<file path="src/rtl/raiz_param_pkg.sv">
// Shared definitions for the parametrised square-root core: FSM encoding and
// width helpers derived from the operand width.
package raiz_param_pkg;

    typedef enum logic [1:0] {
        ST_IDLE = 2'd0,
        ST_CALC = 2'd1,
        ST_FIX  = 2'd2
    } state_e;

    localparam int unsigned DEF_WIDTH = 16;

    // Root width: one root bit per pair of operand bits.
    function automatic int unsigned half_w(input int unsigned width);
        return width / 2;
    endfunction

    // Iteration counter must hold values up to half_w - 1.
    function automatic int unsigned cnt_w(input int unsigned width);
        return $clog2(width / 2 + 1);
    endfunction

    localparam int unsigned DEF_HALF_W = half_w(DEF_WIDTH);
    localparam int unsigned DEF_CNT_W  = cnt_w(DEF_WIDTH);

endpackage

</file>
<file path="src/rtl/raiz_param_step.sv">
// One restoring square-root iteration: shift two radicand bits into the partial
// remainder, trial-subtract (4R+1), and append the resulting root bit.
module raiz_param_step
    import raiz_param_pkg::*;
#(
    parameter  int unsigned WIDTH  = DEF_WIDTH,
    localparam int unsigned HALF_W = half_w(WIDTH),
    localparam int unsigned PW     = HALF_W + 2
) (
    input  logic [PW-1:0]     p_i,
    input  logic [HALF_W-1:0] r_i,
    input  logic [1:0]        a2_i,
    output logic [PW-1:0]     p_o,
    output logic [HALF_W-1:0] r_o
);

    logic [PW-1:0] p_shift;
    logic [PW-1:0] trial;
    logic [PW-1:0] diff;

    always_comb begin
        p_shift = PW'({p_i, a2_i});
        trial   = PW'({r_i, 2'b01});
        diff    = p_shift - trial;
        if (p_shift >= trial) begin
            p_o = diff;
            r_o = HALF_W'({r_i, 1'b1});
        end else begin
            p_o = p_shift;
            r_o = HALF_W'({r_i, 1'b0});
        end
    end

endmodule

</file>
<file path="src/rtl/raiz_param.sv">
// Sequential integer square root: floor root and remainder of a WIDTH-bit
// operand, one root bit per cycle, with optional round-to-nearest.
module raiz_param
    import raiz_param_pkg::*;
#(
    parameter  int unsigned WIDTH  = DEF_WIDTH,
    localparam int unsigned HALF_W = half_w(WIDTH),
    localparam int unsigned OW     = HALF_W + 1
) (
    input  logic             CLK,
    input  logic             RST_N,
    input  logic             INIT,
    input  logic             ROUND,
    input  logic [WIDTH-1:0] OP_A,
    output logic             BUSY,
    output logic             DONE,
    output logic [OW-1:0]    RESULT,
    output logic [OW-1:0]    REM,
    output logic             EXACT
);

    localparam int unsigned PW = HALF_W + 2;
    localparam int unsigned CW = cnt_w(WIDTH);

    state_e            state_q, state_d;
    logic [WIDTH-1:0]  a_q, a_d;
    logic [HALF_W-1:0] r_q, r_d;
    logic [PW-1:0]     p_q, p_d;
    logic [CW-1:0]     c_q, c_d;
    logic              round_q, round_d;
    logic              busy_q, busy_d;
    logic              done_q, done_d;
    logic [OW-1:0]     result_q, result_d;
    logic [OW-1:0]     rem_q, rem_d;
    logic              exact_q, exact_d;

    logic [PW-1:0]     step_p;
    logic [HALF_W-1:0] step_r;

    raiz_param_step #(
        .WIDTH (WIDTH)
    ) u_step (
        .p_i  (p_q),
        .r_i  (r_q),
        .a2_i (a_q[WIDTH-1 -: 2]),
        .p_o  (step_p),
        .r_o  (step_r)
    );

    always_ff @(posedge CLK) begin
        if (!RST_N) begin
            state_q  <= ST_IDLE;
            a_q      <= '0;
            r_q      <= '0;
            p_q      <= '0;
            c_q      <= '0;
            round_q  <= 1'b0;
            busy_q   <= 1'b0;
            done_q   <= 1'b0;
            result_q <= '0;
            rem_q    <= '0;
            exact_q  <= 1'b0;
        end else begin
            state_q  <= state_d;
            a_q      <= a_d;
            r_q      <= r_d;
            p_q      <= p_d;
            c_q      <= c_d;
            round_q  <= round_d;
            busy_q   <= busy_d;
            done_q   <= done_d;
            result_q <= result_d;
            rem_q    <= rem_d;
            exact_q  <= exact_d;
        end
    end

    // BUSY stays high through the DONE cycle, which is spent back in IDLE.
    always_comb begin
        state_d  = state_q;
        a_d      = a_q;
        r_d      = r_q;
        p_d      = p_q;
        c_d      = c_q;
        round_d  = round_q;
        busy_d   = busy_q;
        done_d   = 1'b0;
        result_d = result_q;
        rem_d    = rem_q;
        exact_d  = exact_q;

        case (state_q)
            ST_IDLE: begin
                busy_d = 1'b0;
                if (INIT) begin
                    a_d     = OP_A;
                    r_d     = '0;
                    p_d     = '0;
                    c_d     = CW'(HALF_W - 1);
                    round_d = ROUND;
                    busy_d  = 1'b1;
                    state_d = ST_CALC;
                end
            end
            ST_CALC: begin
                a_d = a_q << 2;
                p_d = step_p;
                r_d = step_r;
                if (c_q == '0) begin
                    state_d = ST_FIX;
                end else begin
                    c_d = c_q - CW'(1);
                end
            end
            ST_FIX: begin
                rem_d   = OW'(p_q);
                exact_d = (p_q == '0);
                // Remainder above the root means operand exceeds (R + 0.5)^2.
                if (round_q && (p_q > PW'(r_q))) begin
                    result_d = OW'(r_q) + OW'(1);
                end else begin
                    result_d = OW'(r_q);
                end
                done_d  = 1'b1;
                busy_d  = 1'b1;
                state_d = ST_IDLE;
            end
            default: begin
                state_d = ST_IDLE;
            end
        endcase
    end

    assign BUSY   = busy_q;
    assign DONE   = done_q;
    assign RESULT = result_q;
    assign REM    = rem_q;
    assign EXACT  = exact_q;

endmodule

</file>
<file path="config.mk">
export PLATFORM = sky130hd
export DESIGN_NAME = raiz_param
export DESIGN_NICKNAME = d
export VERILOG_FILES = /design/src/rtl/raiz_param_pkg.sv /design/src/rtl/raiz_param_step.sv /design/src/rtl/raiz_param.sv
export SDC_FILE = /design/constraint.sdc
export NUM_CORES = 1
export LEC_CHECK = 0
export CAP_MARGIN = 10
export CORE_MARGIN = 4
export CORE_UTILIZATION = 45
export DETAILED_ROUTE_END_ITERATION = 16
export GPL_TIMING_DRIVEN = 0
export MAX_ROUTING_LAYER = met4
export PLACE_DENSITY_LB_ADDON = 0.05
export SETUP_SLACK_MARGIN = 0.4
export SYNTH_ARGS = -nofsm -noshare
export SYNTH_HDL_FRONTEND = slang
export SYNTH_SLANG_ARGS = --single-unit
export TNS_END_PERCENT = 10
</file>
<file path="constraint.sdc">
create_clock -name CLK -period 4.1 [get_ports CLK]
set_clock_uncertainty 0.1 [all_clocks]
set_input_delay 0.615 -clock CLK [delete_from_list [all_inputs] [get_ports CLK]]
set_output_delay 0.615 -clock CLK [all_outputs]
set_load 0.05 [all_outputs]
</file>
==> results.sh <==
export IMPL_postCtsHoldBufs=0
export IMPL_overflow=0
export IMPL_status="completed"
export IMPL_r2r_end="RESULT[5]$_SDFFE_PN0P_"
export IMPL_syn_to_final_growth_pct=23.9
export IMPL_layout_nets=462
export IMPL_wl_per_cell_um=14.6
export IMPL_drive_above_1_share=0.0484
export IMPL_synthFlopType="dfxtp_1"
export IMPL_p_leak_uw=0.00158
export IMPL_finalMaxSlewViolations=0
export IMPL_cts_setup_buffers=0
export IMPL_ys_types=42
export IMPL_place_gp_congestion=0.864
export IMPL_layout_common_cells="78 x nand2_1, 62 x dfxtp_1, 40 x clkdlybuf4s50_1"
export IMPL_io_pins=41
export IMPL_critPathSlowestCell="or4_1"
export IMPL_cp_depth=9
export IMPL_startpoint="r_q[0]$_SDFFE_PN0P_"
export IMPL_die_h_um=90.4
export IMPL_dpl_hpwl_um=5550
export IMPL_num_vias=2758
export IMPL_dp_cells=495
export IMPL_cts_tree="yes"
export IMPL_endpoint_kind="flop"
export IMPL_critPathLaunchType="flop"
export IMPL_final_common_cell="nand2_1"
export IMPL_worst_pin_slew_ns=0.517
export IMPL_path_clk_slew_ns=0.07
export IMPL_hold_viol_final=0
export IMPL_start_util=0.473
export IMPL_cts_root_buf="clkbuf_8"
export IMPL_numClockSinks=62
export IMPL_ir_worst_vdd_mv=0.271
export IMPL_antenna_cells=0
export IMPL_hold_ws_ns=0.361
export IMPL_clk_latency_ns=0.34
export IMPL_cts_max_level=3
export IMPL_fin_util=0.587
export IMPL_cts_buffer_depth=2
export IMPL_track_usage=0.196
export IMPL_synthArstFlopShare=0
export IMPL_finalSetupViolCount=0
export IMPL_whs_path_depth=2
export IMPL_rsz0062_at_grt="no"
export IMPL_reg2reg_depth=9
export IMPL_die_area_um2=8180
export IMPL_netlist_instances=378
export IMPL_syn_num_nets=411
export IMPL_ys_warn_count=0
export IMPL_coreArea_um2=6460
export IMPL_grt_max_degree=11
export IMPL_tns_ns=0
export IMPL_cts_buffers=9
export IMPL_drtPass1Iterations=4
export IMPL_slew_headroom=0.656
export IMPL_ant_nets=0
export IMPL_syn_cell_area_um2=3060
export IMPL_rows=29
export IMPL_max_stage_delay_ns=0.50
export IMPL_drv_cap=0
export IMPL_critPathTopFamily="simple AND/OR/NAND/NOR gates"
export IMPL_wl_um=7440
export IMPL_drt_iter0_markers=215
export IMPL_seq_area_frac_synth=0.406
export IMPL_crit_fanout=6
export IMPL_chipWidth_um=90.4
export IMPL_path_cells="inv_1, ha_1, and4_1, a22o_1, a31oi_1, nor2_1, or4_1, xnor2_1, a21oi_1"
export IMPL_critPathKind="reg2reg"
export IMPL_rrSetupSlack_ns=1.41
export IMPL_synth_edf_count=0
export IMPL_r2r_start="r_q[0]$_SDFFE_PN0P_"
export IMPL_critPathCapture="RESULT[5]$_SDFFE_PN0P_"
export IMPL_period_share=0.655
export IMPL_drc=0
export IMPL_crit_arrival_ns=2.80
export IMPL_synth_seq_cells=62
export IMPL_grt_first_pass_wirelength_um=12700
export IMPL_stdcell_count=511
export IMPL_power_density_nw_per_um2=687
export IMPL_path_buf_inv=1
export IMPL_antenna_found_initial=0
export IMPL_viasPerCell=5.40
export IMPL_fin_crit_ns=2.69
export IMPL_hp_class="reg2reg"
export IMPL_first_global_vias=2764
export IMPL_nFillCells=636
export IMPL_cts_resized=0
export IMPL_port_buffers=40
export IMPL_required_ns=4.21
export IMPL_fmax_ghz=0.372
export IMPL_avgSynthCellArea_um2=8.09
sequential cells by signal, summed over array words and instances (netlist names), 2 cells and up:
name,count
REM,9
RESULT,9
a_q,16
r_q,8
p_q,10
state_q,2
c_q,4
synth_stat cells, types with 3 or more instances:
cell type,count,area [um2]
xor2_1,5,43.8
nor2_1,17,63.8
nand4_1,4,25.0
o21a_1,4,30.0
nand3_1,20,100
a22o_1,6,52.6
o211a_1,14,140
ha_1,13,163
o21ai_0,29,145
mux2i_1,3,30.0
dfxtp_1,62,1240
and2_1,4,25.0
xnor2_1,9,78.8
a21oi_1,22,110
clkbuf_1,19,71.3
inv_1,14,52.6
nor2b_1,7,43.8
and3_1,4,25.0
nand2b_1,4,25.0
a21boi_0,11,82.6
a21o_1,4,30.0
nand2_1,78,293
routing by layer:
layer,part of all wire,global-route usage
met4,0.024,0.0753
met5,0,-
met2,0.43,0.293
met1,0.49,0.256
met3,0.048,0.0483
power breakdown:
group          total, uW  internal (uW)  switching (uW)
Combinational       1220            530             692
Clock                620            391             229
Sequential           761            679            82.6
per-stage QoR:
| stage | setup slack, ns | instance area [um2] | power (uW) |
|---|---|---|---|
| 2_1_floorplan | 1.73 | 3060 | 1710 |
| 3_3_place_gp | 1.35 | 3550 | 1970 |
| 3_5_place_dp | 1.32 | 3550 | 1980 |
| 4_1_cts | 1.45 | 3790 | 2610 |
| 5_1_grt | 1.23 | 3790 | 2810 |
| 6_report | 1.41 | 3790 | 2600 |
tightest hold or removal path: cells and delay by family, from the launching register on:
family,cells,cell delay [ns]
AOI/OAI and AO/OA,1,0.06
DFF,1,0.33
and+or+nand+nor,1,0.04
cells by family (layout without fill, tap and decap cells):
logic type / after synthesis / after routing / synth area share
muxes: 4 / 4 / 0.0135
and+or+nand+nor: 151 / 151 / 0.225
adders and majority gates: 13 / 13 / 0.0532
AOI/OAI and AO/OA: 100 / 100 / 0.219
xor gates and xnor gates: 14 / 14 / 0.0401
DFF: 62 / 62 / 0.406
buffers and inverters: 34 / 90 / 0.0430
worst min-delay path by stage:
stage	startpoint	to	slack, ns
finish	r_q[5]$_SDFFE_PN0P_	r_q[5]$_SDFFE_PN0P_	0.36
global route	r_q[5]$_SDFFE_PN0P_	r_q[5]$_SDFFE_PN0P_	0.38
CTS	r_q[5]$_SDFFE_PN0P_	r_q[5]$_SDFFE_PN0P_	0.36
detailed placement	r_q[5]$_SDFFE_PN0P_	r_q[5]$_SDFFE_PN0P_	0.34
global placement	r_q[4]$_SDFFE_PN0P_	r_q[4]$_SDFFE_PN0P_	0.33
floorplan	r_q[4]$_SDFFE_PN0P_	r_q[4]$_SDFFE_PN0P_	0.33
cell type report:
class	instances	area (um2)	share of cell area
tap	77	96.3	0.0254
buffer	20	78.8	0.0208
clock inverter	3	65.1	0.0172
multi-input combinational	282	1690	0.445
timing repair buffer	40	400	0.106
inverter	14	52.6	0.0139
clock buffer	13	169	0.0446
sequential	62	1240	0.328
Power figures use the tool's default switching activity.
